### config.mk
export PLATFORM = sky130hd
export DESIGN_NAME = fast_control_gen
export DESIGN_NICKNAME = d
export VERILOG_FILES = /design/src/rtl/fast_control_gen_pkg.sv /design/src/rtl/fast_control_gen_hamming84_enc.sv /design/src/rtl/fast_control_gen.sv
export SDC_FILE = /design/constraint.sdc
export NUM_CORES = 1
export LEC_CHECK = 0
export ABC_AREA = 1
export BUFFER_PORTS_ARGS = -buffer_cell sky130_fd_sc_hd__buf_4
export CAP_MARGIN = 0
export CORE_MARGIN = 4
export CORE_UTILIZATION = 50
export DETAILED_ROUTE_END_ITERATION = 12
export GPL_ROUTABILITY_DRIVEN = 0
export PLACE_DENSITY = 0.73
export REMOVE_ABC_BUFFERS = 1
export SETUP_SLACK_MARGIN = 0.3
export SLEW_MARGIN = 20
export SYNTH_ARGS = -nofsm -noshare
export SYNTH_HDL_FRONTEND = slang
export SYNTH_SLANG_ARGS = --single-unit
### constraint.sdc
create_clock -name clk_bx -period 2.8 [get_ports clk_bx]
set_input_delay 0.42 -clock clk_bx [delete_from_list [all_inputs] [get_ports clk_bx]]
set_output_delay 0.42 -clock clk_bx [all_outputs]
set_load 0.1 [all_outputs]
### src/rtl/fast_control_gen_pkg.sv
// Shared fast-control definitions: command bit positions within each 4-bit nibble
// and the aux-port width helper used by the generator top.
package fast_control_gen_pkg;

    localparam int FC_BCR          = 0;
    localparam int FC_L1A          = 1;
    localparam int FC_LINK_RESET   = 2;
    localparam int FC_BUFFER_CLEAR = 3;

    typedef logic [3:0] fc_cmd_t;

    // A one-nibble stream has no aux bits; keep a 1-bit stub so the port stays legal.
    function automatic int aux_width(input int num_nib);
        return (num_nib > 1) ? (4 * num_nib - 4) : 1;
    endfunction

endpackage

### src/rtl/fast_control_gen_hamming84_enc.sv
// Hamming(8,4) encoder: positions 1..7 follow the classic (7,4) layout, bit 0 is
// overall even parity so the decoder can tell single from double errors.
module hamming84_enc (
    input  logic [3:0] data_i,
    output logic [7:0] code_o
);

    logic p1;
    logic p2;
    logic p4;
    logic [7:1] code_hi;

    assign p1      = data_i[0] ^ data_i[1] ^ data_i[3];
    assign p2      = data_i[0] ^ data_i[2] ^ data_i[3];
    assign p4      = data_i[1] ^ data_i[2] ^ data_i[3];
    assign code_hi = {data_i[3], data_i[2], data_i[1], p4, data_i[0], p2, p1};
    assign code_o  = {code_hi, ^code_hi};

endmodule

### src/rtl/fast_control_gen.sv
// Fast-control command generator: BX/orbit counter, BCR, periodic and requested L1A
// with deadtime, pending link-reset/buffer-clear, Hamming-encoded output stream.
module fast_control_gen
    import fast_control_gen_pkg::*;
#(
    parameter int BX_W    = 12,
    parameter int NUM_NIB = 2,
    parameter int PER_W   = 16,
    parameter int DT_W    = 8
) (
    input  logic                          clk_bx,
    input  logic                          reset_n,
    input  logic [BX_W-1:0]               orb_length,
    input  logic [BX_W-1:0]               bcr_offset,
    input  logic [PER_W-1:0]              l1a_period,
    input  logic [DT_W-1:0]               l1a_deadtime,
    input  logic                          req_l1a,
    input  logic                          req_link_reset,
    input  logic                          req_buffer_clear,
    input  logic [aux_width(NUM_NIB)-1:0] aux_bits,
    output logic [8*NUM_NIB-1:0]          fc_stream_enc,
    output logic [BX_W-1:0]               bx_count,
    output logic [31:0]                   l1a_count,
    output logic [15:0]                   l1a_dropped
);

    logic [BX_W-1:0]      bx_q, bx_d;
    logic [BX_W:0]        bx_inc;
    logic [PER_W-1:0]     per_q, per_d;
    logic [DT_W-1:0]      dt_q, dt_d;
    logic                 cand_q, bcr_q, lr_pend_q, bc_pend_q;
    logic                 per_tc, bcr_hit, issue, drop;
    logic [4*NUM_NIB-1:0] aux_word, word_q, word_d;
    logic [8*NUM_NIB-1:0] enc_q, enc_d;
    logic [31:0]          l1a_cnt_q;
    logic [15:0]          drop_q;
    fc_cmd_t              cmd;

    if (NUM_NIB > 1) begin : g_aux
        assign aux_word = {aux_bits, 4'h0};
    end else begin : g_no_aux
        assign aux_word = '0;
    end

    always_comb begin
        bx_inc = {1'b0, bx_q} + (BX_W+1)'(1);
        bx_d   = bx_inc[BX_W-1:0];
        if (orb_length <= BX_W'(1) || bx_inc >= {1'b0, orb_length}) begin
            bx_d = '0;
        end

        // >= rather than == so a period shrunk below the current count recovers at once
        per_tc = (l1a_period != '0) && (per_q >= l1a_period - PER_W'(1));
        per_d  = (per_tc || l1a_period == '0) ? '0 : per_q + PER_W'(1);

        bcr_hit = (bcr_offset < orb_length) && (bx_q == bcr_offset);
        issue   = cand_q && (dt_q == '0);
        drop    = cand_q && (dt_q != '0);
        dt_d    = issue ? l1a_deadtime : ((dt_q != '0) ? dt_q - DT_W'(1) : '0);

        cmd                  = '0;
        cmd[FC_BCR]          = bcr_q;
        cmd[FC_L1A]          = issue;
        cmd[FC_LINK_RESET]   = lr_pend_q & ~bcr_q;
        cmd[FC_BUFFER_CLEAR] = bc_pend_q & ~bcr_q;
        word_d               = aux_word;
        word_d[3:0]          = cmd;
    end

    for (genvar k = 0; k < NUM_NIB; k++) begin : g_enc
        hamming84_enc u_enc (
            .data_i (word_q[4*k +: 4]),
            .code_o (enc_d[8*k +: 8])
        );
    end

    always_ff @(posedge clk_bx or negedge reset_n) begin
        if (!reset_n) begin
            bx_q      <= '0;
            per_q     <= '0;
            dt_q      <= '0;
            cand_q    <= 1'b0;
            bcr_q     <= 1'b0;
            lr_pend_q <= 1'b0;
            bc_pend_q <= 1'b0;
            word_q    <= '0;
            enc_q     <= '0;
            l1a_cnt_q <= '0;
            drop_q    <= '0;
        end else begin
            bx_q      <= bx_d;
            per_q     <= per_d;
            dt_q      <= dt_d;
            cand_q    <= req_l1a | per_tc;
            bcr_q     <= bcr_hit;
            // a flag held back by a BCR word stays armed; a fresh request always re-arms
            lr_pend_q <= req_link_reset   | (lr_pend_q & bcr_q);
            bc_pend_q <= req_buffer_clear | (bc_pend_q & bcr_q);
            word_q    <= word_d;
            enc_q     <= enc_d;
            l1a_cnt_q <= l1a_cnt_q + 32'(issue);
            if (drop && drop_q != 16'hFFFF) begin
                drop_q <= drop_q + 16'd1;
            end
        end
    end

    assign fc_stream_enc = enc_q;
    assign bx_count      = bx_q;
    assign l1a_count     = l1a_cnt_q;
    assign l1a_dropped   = drop_q;

endmodule
After elaboration in Yosys (flattened, before gate mapping). Cells that the tools add are included.

Register bits: 112. Input bits: 57. Output and inout bits: 76.

Add/subtract/negate cells: 6. $lt $le $gt $ge: 4. Equality and inequality tests: 2. Muxes and demuxes: 4. Bitwise operators: 20. Reductions and logical operators: 13.

Operators by type and width (count): adder 16 x 1 -> 16 bit, second input constant (2); adder 32 x 1 -> 32 bit (1); >= comparator 16 bit (1); logical NOT 16 bit (1); 2-to-1 mux 16 bit (1); 2-to-1 mux 8 bit (2); inequality test 16 bit, second input constant (1); nonzero test 16 bit (1); subtractor 16 x 1 -> 16 bit, second input constant (1); parity 7 bit (2); adder 12 x 1 -> 13 bit, second input constant (1); >= comparator 13 x 12 -> 1 bit (1); == test 12 bit (1); <= comparator 12 x 1 -> 1 bit, second input constant (1); < comparator 12 bit (1); 2-to-1 mux 12 bit (1); bitwise XOR 1 bit (12); logical NOT 8 bit (1); nonzero test 8 bit (1); subtractor 8 x 1 -> 8 bit, second input constant (1); logical AND 1 bit (5); bitwise AND 1 bit (4); bitwise OR 1 bit (3); logical OR 1 bit (2); inverter 1 bit (1).

Depth between registers and ports, before layout. Gate-level depths: netlist of the first run.

Word-level depth: 5. Mapped depth: 17. Gate-level depth less buffers: 17.

Modules after synthesis. From an unflattened synthesis of the first run, not the netlist that was laid out.

Cell total of the unflattened synthesis: 871. Area total of the unflattened synthesis: 7161.9 um^2.

Modules (own cells, without submodules): fast_control_gen (instances 1, cells an instance 805, area an instance 6846.6 um^2, sequential area each 2802.7 um^2); hamming84_enc (instances 2, cells an instance 33, area an instance 157.7 um^2, sequential area each 0.0 um^2).

Worst setup path after synthesis of the first run. Ideal clock, no wire load.

Path kind: reg-to-reg. From: reg bx_q[0] (netlist: bx_count[0]). To: reg bx_q[8] (netlist: bx_count[8]). Data arrival time: 2845 ps. Setup slack: -119 ps. Stages on the path, launching flop included: 17. Period minus slack after synthesis: 2919 ps. Path through: dfrtp_1 > ha_1 > nand2_1 > nor2_2 > nand2_1 > xor2_1 > inv_1 > ha_1 > a21o_1 > nor2_1 > nand2_1 > inv_1 > nand2_1 > nand2_1 > nand2_1 > buf_6 > nor2_1.

Cells in the longest elaborated chain, start to end: 4.

Ends and longest elaborated chain: start: declaration (line fast_control_gen.sv:27) `logic [BX_W-1:0] bx_q, bx_d;`; start signal: assignment (line fast_control_gen.sv:79) `bx_q <= '0;`; start signal: assignment (line fast_control_gen.sv:91) `bx_q <= bx_d;`; adder 12 x 1 -> 13 bit * (line fast_control_gen.sv:46) `bx_inc = {1'b0, bx_q} + (BX_W+1)'(1);`; >= comparator 13 x 12 -> 1 bit (line fast_control_gen.sv:48) `if (orb_length <= BX_W'(1) || bx_inc >= {1'b0, orb_length}) begin`; logical OR 1 bit (line fast_control_gen.sv:48); 2-to-1 mux 12 bit * (line fast_control_gen.sv:48); via bx_d[8] (line fast_control_gen.sv:27).

The timed path passes the listed nets; every way through them passes the cells marked *. A chain may end at the register's enable or synchronous reset.

Worst setup path in the final report of the first run.
From: reg dt_q[0]. To: reg l1a_cnt_q[26] (netlist: l1a_count[26]).

Cells in the longest elaborated chain, start to end: 3.

Ends and longest elaborated chain: start: declaration (line fast_control_gen.sv:30) `logic [DT_W-1:0] dt_q, dt_d;`; start signal: assignment (line fast_control_gen.sv:93) `dt_q <= dt_d;`; logical NOT 8 bit (line fast_control_gen.sv:57) `issue = cand_q && (dt_q == '0);`; logical AND 1 bit (line fast_control_gen.sv:57); via cmd[1] (line fast_control_gen.sv:37) `fc_cmd_t cmd;`; adder 32 x 1 -> 32 bit (line fast_control_gen.sv:101) `l1a_cnt_q <= l1a_cnt_q + 32'(issue);`; end signal: assignment (line fast_control_gen.sv:101); end: declaration (line fast_control_gen.sv:35) `logic [31:0] l1a_cnt_q;`.

The timed path passes the listed nets, and every way through them passes these cells.

==> results of run 1 <==
-- repair_timing --
| action | in CTS | in global routing |
|---|---|---|
| pin swaps | 3 | 10 |
| gates resized for setup | 6 | 15 |
| endpoints found under the setup margin | 16 | 40 |
| gates cloned | 0 | 0 |
| endpoints found under the hold margin | 0 | 0 |
| setup buffers | 1 | 5 |
-- kinds of logic (layout without fill, tap and decap cells) --
| kind of cell | after synthesis | in the layout | share of synthesized area |
|---|---|---|---|
| and+or+nand+nor | 415 | 415 | 0.2683 |
| AOI/OAI and AO/OA | 37 | 37 | 0.03004 |
| DFF | 112 | 112 | 0.4154 |
| xor gates and xnor gates | 100 | 100 | 0.1298 |
| buffers and inverters | 117 | 274 | 0.06935 |
| adders and majority gates | 47 | 47 | 0.08715 |
-- worst max-delay path: cells and delay by family, from the launching register on --
kind	cells	cell delay, ns
xor gates and xnor gates	1	0.15
adders and majority gates	3	0.46
buffers and inverters	2	0.19
DFF	1	0.37
and+or+nand+nor	9	1.13
-- power breakdown --
group          internal, mW  total, mW  switching [mW]  leakage (nW)
registers              1.78       2.00           0.220          1.45
logic                 0.576       2.00            1.43          2.78
clock network         0.694       1.24           0.550         0.134
total                  3.05       5.25            2.20          4.37
-- sequential cells by signal (all words and copies together), names as in the netlist --
signal	flops
bc_pend_q	1
bcr_q	1
bx_count	12
cand_q	1
dt_q	8
fc_stream_enc	16
l1a_count	32
l1a_dropped	16
lr_pend_q	1
per_q	16
word_q	8
-- Yosys cell counts --
library cell,n,area [um2]
nand3_1,46,230.2
nand4_1,18,112.6
or2_2,4,25.02
xor2_1,64,560.5
nor2_8,1,20.02
a21o_1,2,15.01
clkinv_1,1,3.750
o31ai_1,1,7.510
nor2_4,1,11.26
inv_1,111,416.7
nand3_2,1,10.01
nand2_1,196,735.7
dfrtp_1,112,2803
inv_4,1,6.260
o21ai_0,14,70.07
and2_1,1,6.260
nand2_4,2,22.52
buf_6,3,33.78
nor3_4,1,16.27
a21oi_1,16,80.08
nand2_2,3,18.77
buf_4,1,7.510
nor3_2,2,20.02
ha_1,47,588.1
nor3_1,24,120.1
xnor2_1,36,315.3
nor2_2,5,31.28
nand3b_1,4,30.03
nor2_1,105,394.1
nor4_1,1,6.260
o21bai_1,4,30.03
-- area by class of cell --
cell class | count | area (um2) | area share
sequential | 112 | 2804 | 0.3329
multi-input combinational | 599 | 3575 | 0.4245
clock inverter | 3 | 42.54 | 0.005051
timing repair buffer | 145 | 1114 | 0.1322
inverter | 113 | 426.7 | 0.05066
tap | 176 | 220.2 | 0.02615
clock buffer | 13 | 240.2 | 0.02852
-- path summary, 6_finish.rpt --
kind | from | end | slack, ns | cells after the start
max in group asynchronous | reset_n | fc_stream_enc[7] | 2.08 | 2
worst max register to register | dt_q[0] | l1a_count[26] | 0.43 | 15
worst max-delay path | dt_q[0] | l1a_count[26] | 0.43 | 15
worst min-delay path | reset_n | l1a_count[30] | 0.05 | 1
worst min register to register | word_q[4] | fc_stream_enc[11] | 0.44 | 0
min in group clk_bx | aux_bits[1] | word_q[5] | 0.18 | 1
-- per-layer routing --
metal,GRT usage,share of wire
met2,0.3307,0.47
met4,0.06092,0.011
met5,0,0
met3,0.04133,0.057
met1,0.2815,0.46
-- through the flow --
stage	TNS [ns]	hold slack, ns	power [mW]
finish	0	0.04657	5.246
global route	0	0.08990	5.605
CTS	0	0.06361	5.290
detailed placement	-0.1828	0.4268	4.021
global placement	0	0.4201	3.993
floorplan	-1.526	0.1244	3.507
==> results.tsv, run 1 <==
stage	metric	value	unit
power_and_ir_drop	worst vdd ir	670.2	uV
critical_path	slowest CP cell	dfrtp_1	
yosys	instance count of the mapped netlist	828	
clock_network	clk_lat worst skew	0.35	ns
grt	first-pass GRT wire length	25140	um
critical_path	WP data arrival	2.65	ns
worst_hold_path	Worst Hold Class	in -> async	
timing	RSZ-0062 raised after global routing	no	
layout	fin area	8422	um2
yosys	synthesis-stage register bit count	112	
yosys	Mapped Area	6748	um2
clock_network	H-tree Lvls	3	
timing	Slew headroom	0.6335	
layout	Final Non-Filler Cells	1161	
routing	drt first pass iters	4	
die	I/O Pins	133	
timing	Final Hold Fails	0	
layout	nets	1084	
placed_design	IO buf count	132	
clock_network	TritonCTS Buffers	9	
timing	Setup Skew	0.006098	ns
routing	vias per cell	4.918	
critical_path	CP max FO	5	
timing	final critical-path share of the clock period	0.8463	
routing	DR vias	5710	
grt	gr ovfl total	0	
clock_network	Worst-path clk slew	0.07	ns
critical_path	crit path capture type	flip-flop	
timing	Slew @ Worst Pin	0.5497	ns
routing	DR WL/cell	13.02	um
run_status	status	finished, final reports clean	
clock_network	Root Buffer	clkbuf_16	
placed_design	Post-DP Area	7995	um2
critical_path	critical path class	reg -> reg	
flow_run	max cap viols	0	
timing	Final WS setup	0.4304	ns
die	Core Region	13240	um2
critical_path	cell mode on critical path	ha_4	
yosys	Avg Inst Size Synth	8.149	um2
layout	layout cells sized above 1	0.1929	
routing	DRC Markers	0	
clock_network	clock sink count	112	
timing	post-layout min period	2.370	ns
layout	Area growth, synth to finish	24.81	%
die	Rows	42	
yosys	YS warnings	0	
critical_path	worst-path cell chain	inv_1 -> ha_4 -> nand2_2 -> nor2_4 -> nand2_4 -> nor2_8 -> nand2_1 -> clkinv_1 -> ha_4 -> ha_4 -> nand3_4 -> nor3_4 -> nand4_1 -> nor2_1 -> xor2_1	
critical_path	slowest stage delay, CP	0.37	ns
layout	Antenna diodes	0	
clock_network	hold_buf cts	0	
grt	initial antenna violation count	0	
power_and_ir_drop	power density cells	623.0	nW/um2
power_and_ir_drop	static leakage	4.369	nW
routing	total detailed-routing wirelength	15120	um
clock_network	Clock Path Buffers	2	
grt	All-Layer GR Usage	0.2055	
routing	number of DRC markers in iteration 0	376	
timing	Slew Viols, Final	0	
placed_design	DP Cell Count	1139	
die	Die ar.	15420	um2
layout	commonest cells after routing, fill and taps aside	nand2_1 (195), buf_4 (143), inv_1 (111), dfrtp_1 (111), nor2_1 (102)	
layout	final core occ	0.6360	
grt	pin count of the biggest net entering global routing	54	
layout	most common cell after layout, fill and taps aside	nand2_1	
critical_path	CP Launch Type	flip-flop	
die	Die H	124.2	um
timing	final setup vio count	0	
die	initial core utilization	0.5095	
yosys	post-synthesis sequential area ratio	0.4154	
grt	vias in the first global route	5429	
critical_path	CP Data Required Time	3.08	ns
yosys	Yosys cell types	31	
routing	Routed Antenna Nets	0	
clock_network	CTS tree	yes	
placed_design	hpwl dp	11880	um
timing	FMAX	422.0	MHz
placed_design	worst slack, placed	-0.02212	ns
die	Die X	124.2	um
layout	Fillers	1159	
(Power assumes the default switching activity.)
==> inputs of run 2 (changes only) <==
--- a/config.mk
+++ b/config.mk
@@ -12,7 +12,7 @@
 export CORE_UTILIZATION = 50
 export DETAILED_ROUTE_END_ITERATION = 12
 export GPL_ROUTABILITY_DRIVEN = 0
-export PLACE_DENSITY = 0.73
+export PLACE_DENSITY = 0.76
 export REMOVE_ABC_BUFFERS = 1
 export SETUP_SLACK_MARGIN = 0.3
 export SLEW_MARGIN = 20
==> constraint.sdc (replaced) <==
create_clock -name clk_bx -period 2.1 [get_ports clk_bx]
set_input_delay 0.315 -clock clk_bx [delete_from_list [all_inputs] [get_ports clk_bx]]
set_output_delay 0.315 -clock clk_bx [all_outputs]
set_load 0.1 [all_outputs]
==> run 2 against run 1 <==
The flow now finishes with violations (setup timing); design area grew 20%; hold slack gained 0.022 ns; sequential power grew 31%.
==> results.tsv, run 2 (synthesized netlist as in run 1, its figures left out) <==
stage	metric	value	unit	change
run_status	status	complete, but fails checks		
run_status	violated checks	setup timing		
layout	Area growth, synth to finish	49.62	%	
clock_network	clock sink count	112		unchanged
grt	pin count of the biggest net entering global routing	42		-22%
grt	All-Layer GR Usage	0.2477		+0.04220
worst_hold_path	worst hold path startpoint	aux_bits[2]		
routing	vias per cell	5.099		+3.7%
timing	FMAX	400.9	MHz	-5.0%
timing	final critical-path share of the clock period	1.188		+0.3417
power_and_ir_drop	Tot Pwr	8.010	mW	+53%
layout	commonest cells after routing, fill and taps aside	buf_4 (206), nand2_1 (173), dfrtp_1 (112)		
timing	post-layout min period	2.495	ns	+0.1251 ns
critical_path	FF-to-FF setup slack	-0.39	ns	-0.83 ns
power_and_ir_drop	static leakage	5.193	nW	+19%
timing	RSZ-0062 raised after global routing	yes		
clock_network	Clock Path Buffers	2		unchanged
clock_network	Worst-path clk slew	0.07	ns	about the same
placed_design	hpwl dp	12660	um	+6.6%
die	Rows	42		unchanged
critical_path	slowest stage delay, CP	0.44	ns	+0.07 ns
grt	gr ovfl total	0		unchanged
routing	DRC Markers	0		unchanged
clock_network	H-tree Lvls	3		unchanged
grt	vias in the first global route	6311		+16%
critical_path	CP Launch Type	flip-flop		
timing	Slew @ Worst Pin	0.9367	ns	+0.3870 ns
layout	layout cells sized above 1	0.3674		+0.1745
routing	Routed Antenna Nets	0		unchanged
critical_path	critical path class	reg -> reg		
critical_path	R2R depth	14		-1
layout	Antenna diodes	0		unchanged
timing	Slew headroom	0.3707		-0.2628
timing	Final WS setup	-0.3947	ns	-0.8251 ns
critical_path	worst-path cell chain	buf_6 -> nand3_2 -> nor2_1 -> buf_4 -> nand3_1 -> xor2_1 -> inv_1 -> ha_4 -> a21oi_1 -> nand3_2 -> nor2_4 -> nand2_4 -> buf_16 -> nor2_1		
layout	Final Non-Filler Cells	1262		+8.7%
flow_run	max cap viols	0		unchanged
power_and_ir_drop	worst vdd ir	1068	uV	+59%
timing	Slew Viols, Final	0		unchanged
power_and_ir_drop	power density cells	793.4	nW/um2	+27%
worst_hold_path	Worst Hold Class	in -> reg		
clock_network	TritonCTS Buffers	9		unchanged
die	Die X	124.2	um	unchanged
routing	drt first pass iters	6		+2
timing	final setup vio count	57		+57
critical_path	crit path capture type	flip-flop		
placed_design	IO buf count	132		unchanged
layout	final core occ	0.7624		+0.1264
layout	nets	1185		+9.3%
placed_design	DP Cell Count	1205		+5.8%
clock_network	Root Buffer	clkbuf_16		
grt	first-pass GRT wire length	29950	um	+19%
routing	total detailed-routing wirelength	19030	um	+26%
die	Die ar.	15420	um2	unchanged
worst_hold_path	Hold Crit Depth	1		
critical_path	CP max FO	6		+1
critical_path	FF-to-FF End	bx_count[2]		
die	Core Region	13240	um2	unchanged
timing	Final Hold Fails	0		unchanged
die	Die H	124.2	um	unchanged
critical_path	slowest CP cell	dfrtp_1		
grt	initial antenna violation count	0		unchanged
die	initial core utilization	0.5095		unchanged
worst_hold_path	sink of the worst hold path	word_q[6]		
layout	max reg flops	32		unchanged
critical_path	WP data arrival	2.76	ns	+0.11 ns
critical_path	launch point of the worst path	bx_count[0]		
routing	DR WL/cell	15.08	um	+16%
critical_path	reg2reg start	bx_count[0]		
clock_network	CTS tree	yes		
critical_path	CP Data Required Time	2.37	ns	-0.71 ns
clock_network	clk_lat worst skew	0.35	ns	about the same
layout	most common cell after layout, fill and taps aside	buf_4		
timing	Setup Skew	0.007621	ns	+0.001523 ns
layout	Fillers	903		-22%
routing	number of DRC markers in iteration 0	466		+24%
die	I/O Pins	133		unchanged
routing	DR vias	6435		+13%
run 2: cell types whose count changed in the layout (fill, tap and decap cells not counted), moves of 9 or more:
cell and delta:
buf_4 +63, buf_6 +29, inv_1 -12, inv_2 +9, nand2_1 -22, nand2_2 +13, nand3_1 -12, nor2_1 -36
nor2_2 +11, nor2_4 +25
run 2: report_power, final:
| group | total, mW | internal (mW) | switching (mW) |
|---|---|---|---|
| combinational | 3.51 | 1.23 | 2.28 |
| clock | 1.88 | 1.08 | 0.797 |
| sequential | 2.62 | 2.37 | 0.249 |
run 2: area by class of cell:
class | instances | area [um2] | share of cell area
Multi-Input combinational cell | 599 | 4220 | 0.4180
Sequential cell | 112 | 2803 | 0.2776
Timing Repair Buffer | 246 | 2086 | 0.2066
Inverter | 113 | 436.7 | 0.04325
Clock buffer | 10 | 239.0 | 0.02367
Tap cell | 176 | 220.2 | 0.02181
Clock inverter | 6 | 91.34 | 0.009047
run 2: layer usage:
layer | GRT usage | wire length [um] | up-vias
met5 | 0 | 0 | -
met4 | 0.1061 | 650 | 0
met3 | 0.04178 | 1049 | 62
met2 | 0.4203 | 9530 | 236
met1 | 0.3122 | 7798 | 3022
li1 | - | - | 3115
run 2: timing repair:
item | CTS | global route
hold endpoints to repair | 33 | 0
setup buffers | 25 | 13
hold buffers | 1 | 0
setup endpoints to repair | 61 | 72
pin swaps | 45 | 48
cloned | 2 | 0
resized for setup | 142 | 71
run 2: critical path: cells and delay by family (launching register included):
kind,cells,cell delay (ns)
AND/OR/NAND/NOR,7,0.75
buffers and inverters,4,0.57
flip-flops,1,0.44
XOR/XNOR,1,0.28
adder cells (fa/ha/maj),1,0.23
AO/OA/AOI/OAI,1,0.16
run 2: worst max path at each step:
stage | endpoint | slack (ns)
after floorplan | bx_count[0] | -0.85
after global placement | per_q[8] | -0.41
after detailed placement | per_q[12] | -0.49
after CTS | bx_count[6] | -0.28
after global routing | bx_count[2] | -0.56
final | bx_count[2] | -0.39
run 2: metrics by stage:
step                      hold WS, ns  setup TNS (ns)  area (um2)  worst slack, ns
after floorplan               0.01941          -20.53        6706          -0.8472
after global placement         0.2945          -11.37        8516          -0.4148
after detailed placement       0.2993          -14.28        8516          -0.4892
after CTS                     0.06098          -5.160        9673          -0.2767
after global routing          0.04692          -18.42       10100          -0.5614
final                         0.06868          -11.24       10100          -0.3947
